[src/rtl/uart_pkg.sv]
// uart_pkg: shared UART frame constants and transmit state encoding
// Reused by the receive side. With UART_TX_PARITY_EN defined the PARITY state
// and the even-parity helper exist; otherwise they are absent.
package uart_pkg;
    localparam int   DATA_BITS   = 8;
    localparam logic START_LEVEL = 1'b0;
    localparam logic STOP_LEVEL  = 1'b1;
    typedef enum logic [2:0] {
        IDLE  = 3'd0,
        START = 3'd1,
        DATA  = 3'd2,
        STOP  = 3'd3
`ifdef UART_TX_PARITY_EN
        , PARITY = 3'd4
`endif
    } tx_state_e;
`ifdef UART_TX_PARITY_EN
    function automatic logic even_parity(input logic [DATA_BITS-1:0] b);
        return ^b;
    endfunction
`endif
endpackage

[src/rtl/uart_tx_fifo.sv]
// uart_tx_fifo: single-clock transmit byte buffer with registered count
// Ports: clk_i/rst_ni clock and async active-low reset; push_i/wr_data_i write;
// pop_i/rd_data_o read head; count_o occupancy; full_o no room left.
// When empty, rd_data_o shows wr_data_i so a same-cycle push and pop passes
// the byte straight through and the count stays at zero.
module uart_tx_fifo #(
    parameter int  DEPTH = 16,
    localparam int AW    = $clog2(DEPTH)
) (
    input  logic          clk_i,
    input  logic          rst_ni,
    input  logic          push_i,
    input  logic [7:0]    wr_data_i,
    input  logic          pop_i,
    output logic [7:0]    rd_data_o,
    output logic [AW:0]   count_o,
    output logic          full_o
);
    logic [7:0]    mem_q [DEPTH];
    logic [AW-1:0] wr_ptr_q, rd_ptr_q;
    logic [AW:0]   count_q, count_d;
    always_comb count_d = count_q + (AW+1)'(push_i) - (AW+1)'(pop_i);
    always_ff @(posedge clk_i) begin
        if (push_i) mem_q[wr_ptr_q] <= wr_data_i;
    end
    always_ff @(posedge clk_i or negedge rst_ni) begin
        if (!rst_ni) begin
            wr_ptr_q <= '0;
            rd_ptr_q <= '0;
            count_q  <= '0;
        end else begin
            wr_ptr_q <= wr_ptr_q + AW'(push_i);
            rd_ptr_q <= rd_ptr_q + AW'(pop_i);
            count_q  <= count_d;
        end
    end
    assign rd_data_o = (count_q == '0) ? wr_data_i : mem_q[rd_ptr_q];
    assign count_o   = count_q;
    assign full_o    = count_q == (AW+1)'(DEPTH);
endmodule

[src/rtl/uart_tx_buffered.sv]
// uart_tx_buffered: buffered 8N1 UART transmitter (8E1 with UART_TX_PARITY_EN)
// Ports: CLK master clock; rst_n async active-low reset; in_valid/in_byte/in_ready
// byte input handshake; tx serial line (idle high); is_transmitting frame active;
// fifo_level bytes buffered and not yet started.
// tx and is_transmitting are registered from the current state, so the line
// lags the state machine by one cycle and accept-to-start-bit is two cycles.
module uart_tx_buffered #(
    parameter int  SYS_CLK_FREQ = 12000000,
    parameter int  BAUD_RATE    = 9600,
    parameter int  FIFO_DEPTH   = 16,
    localparam int LW           = $clog2(FIFO_DEPTH) + 1
) (
    input  logic          CLK,
    input  logic          rst_n,
    input  logic          in_valid,
    input  logic [7:0]    in_byte,
    output logic          in_ready,
    output logic          tx,
    output logic          is_transmitting,
    output logic [LW-1:0] fifo_level
);
    import uart_pkg::*;
    localparam int CLKS_PER_BIT = SYS_CLK_FREQ / BAUD_RATE;
    localparam int CW           = CLKS_PER_BIT > 1 ? $clog2(CLKS_PER_BIT) : 1;
    tx_state_e state_q, state_d;
    logic [CW-1:0] cnt_q, cnt_d;
    logic [2:0]    idx_q, idx_d;
    logic [7:0]    shift_q, shift_d, head;
    logic [1:0]    run_q;
    logic          tx_q, tx_d, busy_q, push, pop, full, bit_done, has_byte;
    uart_tx_fifo #(.DEPTH(FIFO_DEPTH)) u_fifo (
        .clk_i     (CLK),
        .rst_ni    (rst_n),
        .push_i    (push),
        .wr_data_i (in_byte),
        .pop_i     (pop),
        .rd_data_o (head),
        .count_o   (fifo_level),
        .full_o    (full)
    );
    assign in_ready = !full;
    assign push     = in_valid && in_ready;
    assign bit_done = cnt_q == CW'(CLKS_PER_BIT - 1);
    assign has_byte = fifo_level != '0;
    // Reset release reaches the state machine only after two flops.
    always_ff @(posedge CLK or negedge rst_n) begin
        if (!rst_n) run_q <= '0;
        else        run_q <= {run_q[0], 1'b1};
    end
    always_comb begin
        state_d = state_q;
        cnt_d   = bit_done ? '0 : cnt_q + 1'b1;
        idx_d   = idx_q;
        shift_d = shift_q;
        pop     = 1'b0;
        case (state_q)
            IDLE: begin
                cnt_d = '0;
                if (run_q[1] && has_byte) begin
                    pop     = 1'b1;
                    shift_d = head;
                    state_d = START;
                end
            end
            START: if (bit_done) state_d = DATA;
            DATA: if (bit_done) begin
                idx_d = idx_q + 1'b1;
                if (idx_q == 3'(DATA_BITS - 1)) begin
`ifdef UART_TX_PARITY_EN
                    state_d = PARITY;
`else
                    state_d = STOP;
`endif
                end
            end
`ifdef UART_TX_PARITY_EN
            PARITY: if (bit_done) state_d = STOP;
`endif
            // A byte pushed in the last stop cycle bypasses an empty FIFO so
            // the next frame follows with no idle gap.
            STOP: if (bit_done) begin
                if (has_byte || push) begin
                    pop     = 1'b1;
                    shift_d = head;
                    state_d = START;
                end else begin
                    state_d = IDLE;
                end
            end
            default: state_d = IDLE;
        endcase
    end
    always_comb begin
        tx_d = state_q == START ? START_LEVEL :
               state_q == DATA  ? shift_q[idx_q] :
`ifdef UART_TX_PARITY_EN
               state_q == PARITY ? even_parity(shift_q) :
`endif
               STOP_LEVEL;
    end
    always_ff @(posedge CLK or negedge rst_n) begin
        if (!rst_n) begin
            state_q <= IDLE;
            cnt_q   <= '0;
            idx_q   <= '0;
            shift_q <= '0;
            tx_q    <= STOP_LEVEL;
            busy_q  <= 1'b0;
        end else begin
            state_q <= state_d;
            cnt_q   <= cnt_d;
            idx_q   <= idx_d;
            shift_q <= shift_d;
            tx_q    <= tx_d;
            busy_q  <= state_q != IDLE;
        end
    end
    assign tx              = tx_q;
    assign is_transmitting = busy_q;
endmodule

[config.mk]
export PLATFORM = sky130hd
export DESIGN_NAME = uart_tx_buffered
export DESIGN_NICKNAME = d
export VERILOG_FILES = /design/src/rtl/uart_pkg.sv /design/src/rtl/uart_tx_fifo.sv /design/src/rtl/uart_tx_buffered.sv
export SDC_FILE = /design/constraint.sdc
export NUM_CORES = 1
export LEC_CHECK = 0
export BUFFER_PORTS_ARGS = -buffer_cell sky130_fd_sc_hd__buf_2
export CORE_MARGIN = 2
export CORE_UTILIZATION = 56
export CTS_CLUSTER_DIAMETER = 100
export DETAILED_ROUTE_END_ITERATION = 8
export PLACE_DENSITY = 0.81
export SLEW_MARGIN = 0
export SYNTH_ARGS = -nofsm -noshare
export SYNTH_HDL_FRONTEND = slang
export SYNTH_HIERARCHICAL = 1
export SYNTH_SLANG_ARGS = --single-unit
[constraint.sdc]
create_clock -name CLK -period 3.05 [get_ports CLK]
set_clock_uncertainty 0.15 [all_clocks]
set_input_delay 0.305 -clock CLK [delete_from_list [all_inputs] [get_ports CLK]]
set_output_delay 0.305 -clock CLK [all_outputs]
set_load 0.05 [all_outputs]
==> results.yml <==
pwr:
  p_per_area_nw_per_um2: 943
  peakVddDrop_uv: 634
  power.leakage_nw: 3.19
global_route:
  grt_max_degree: 42
  grt_usage_pct: 21.3
  grt_pass1_wl_um: 22500
  grt_antenna_before_repair: 0
  overflow: 0
  first_global_vias: 4127
placement:
  place.port_buffers: 18
  hpwl_um: 8970
  place_inst: 638
  pre_cts_slack_ps: 34.5
  place_congestion: 0.797
clock_tree:
  clock_sinks: 169
  cts_tree: "done"
  cts_buffers: 17
  clk_latency_ps: 420
  htree_levels: 4
  path_clk_slew_ps: 70
  clk_path_buf_depth: 2
  root_buffer: "clkbuf_16"
floorplan:
  die_w_um: 119
  die_h_um: 119
  core_um2: 12800
  initial_core_util_pct: 57.9
  io_pins: 19
  num_rows: 41
  die_area_um2: 14100
synth:
  async_flop_share_pct: 24.3
  synth_top_area_share_pct: 52.0
  yosys_warnings: 6
  yosysUniqueCellTypes: 49
  synth_flop_cell: "edfxtp_1"
  ys_seq_area_share_pct: 65.9
  syn-num-nets: 465
  synth-edff-count: 128
  yosysMostFrequentCell: "edfxtp_1"
  yosysTopAreaCell: "edfxtp_1"
  ys_ff_latch: 169
  yosys-top-cells-count: "128 x edfxtp_1, 40 x dfrtp_1, 29 x nor2_1, 20 x mux4_1, 18 x ha_1"
  syn_inst: 435
  synthTopCellsByArea: "edfxtp_1 52%, dfrtp_1 14%, mux4_1 7.1%"
  synth_area_um2: 7390
  syn_avg_cell_area_um2: 17.0
sta:
  clock.fmax_mhz: 338
  period_share_pct: 97.1
  worst_pin_slew_ps: 933
  finalSetupViolCount: 0
  whs_ps: 125
  drv_slew: 0
  finalSetupTns_ps: 0
  finalHoldViolations: 0
  setup_slack_ps: 87.7
  max_slew_margin_pct: 37.8
  fin_crit_ps: 2960
  rsz0062_at_grt: "true"
worst_setup_path:
  cp_common_cell: "nor2_1"
  worst-path-max-fanout: 3
  cp_num_buf_inv: 2
  crit_path_top_delay_cell: "dfrtp_2"
  crit_required_ps: 3230
  slowest_delay_ps: 430
  critical-path-top-delay-family: "adder cells"
  cp-start-kind: "flip-flop"
  path_class: "reg2reg"
  path_cells: "inv_2, ha_4, and4_4, nor2b_4, o41a_1, a32oi_1, nor2_1, ha_1, inv_2, ha_4, fa_2, a21oi_2, nor2_1, nor2_1, xnor2_1"
  worst_ep_arrival_time_ps: 3150
  end_kind: "flip-flop"
job:
  drv_cap: 0
cells_and_area:
  fin_cells: 681
  area_growth_pct: 15.5
  drive_above_1_share_pct: 27.1
  diodes: 0
  fin_nets: 526
drt:
  ant_nets: 0
  viasPerCell: 5.99
  vias: 4079
  drt_first_iter_violations: 354
  wl_per_cell_um: 20.5
  route.detailed.drc: 0
  totalWireLength_um: 14000
  drt_pre_antenna_iters: 4
status:
  status: "completed"
min_path:
  hold_class: "in2reg"
-- metal layers --
layer | wire length, um | vias to the layer above | track usage (%)
met3 | 747 | 15 | 4.45
met5 | 0 | - | 0
li1 | - | 1842 | -
met2 | 7120 | 122 | 34.3
met1 | 5890 | 2100 | 28.9
met4 | 196 | 0 | 8.11
-- repair_timing --
action	CTS	global route
gates resized for setup	0	3
hold endpoints to repair	40	0
endpoints found under the setup margin	0	1
setup buffers	0	10
hold buffers	1	0
-- logic make-up after synthesis --
group           share of synthesized area, %
mux                                     14.3
other cells                           0.0507
compound gates                          3.91
flops                                   65.9
fa+ha+maj                               3.32
simple gates                            8.23
xor+xnor                                2.13
buf+inv                                 2.22
-- per-stage QoR --
step | total power, mW | instance area (um2) | util, %
final | 8.05 | 8540 | 66.8
after global routing | 8.44 | 8540 | 66.8
after CTS | 7.97 | 8450 | 66.2
after detailed placement | 5.89 | 7880 | 61.7
after global placement | 5.77 | 7880 | 61.7
after floorplan | 5.17 | 7440 | -
-- worst paths after layout --
path / start / end / slack, ps / cells past startpoint
max reg2reg: u_fifo/count_o[3] / u_fifo/count_o[4] / 90 / 15
max in group asynchronous: rst_n / u_fifo/rd_ptr_q[0] / 1680 / 2
min reg2reg: run_q[0] / run_q[1] / 210 / 0
max: u_fifo/count_o[3] / u_fifo/count_o[4] / 90 / 15
min: in_byte[4] / u_fifo/mem_q[2][4] / 120 / 1
min in group asynchronous: rst_n / state_q[0] / 420 / 2
-- area by class of cell --
type | instances | area (um2)
well taps | 172 | 215
clock buffers | 18 | 429
inverters | 12 | 45.0
flip-flops and latches | 169 | 4880
repair buffers | 60 | 433
multi-input cells | 236 | 2400
fillers | 827 | 4240
clock inverters | 14 | 136
-- report_power, final --
group	switching (mW)	internal, mW
Clock	0.904	1.15
Sequential	0.325	2.90
Combinational	1.49	1.28
Total	2.72	5.33
-- sequential cells by signal, summed over array words and instances (netlist names) --
register,cells
state_q,2
idx_q,3
is_transmitting,1
shift_q,8
run_q,2
u_fifo/rd_ptr_q,4
cnt_q,11
u_fifo/count_o,5
u_fifo/mem_q,128
u_fifo/wr_ptr_q,4
tx,1
-- worst register-to-register path, delay by kind of cell (launching register included) --
kind,cells,cell delay (ps)
and+or+nand+nor,5,480
adders and majority gates,4,910
xor gates and xnor gates,1,120
buffers and inverters,2,120
DFF,1,430
AOI/OAI and AO/OA,3,660
-- placed cells by master, fill, tap and decap left out, drive strengths merged, types with 3 or more instances in the layout --
cell type / instances
edfxtp: 128
buf: 59
dfrtp: 40
mux4: 34
nor2: 29
inv: 19
clkbuf: 18
ha: 18
nand2: 15
nand3: 15
a22oi: 14
nand4: 11
mux2i: 10
mux2: 10
nor3: 9
and2: 9
xor2: 9
xnor2: 9
o211ai: 9
nor2b: 4
clkinv: 4
nand2b: 3
and4: 3
a21oi: 3
No activity file was read; power rests on OpenSTA's default activity.
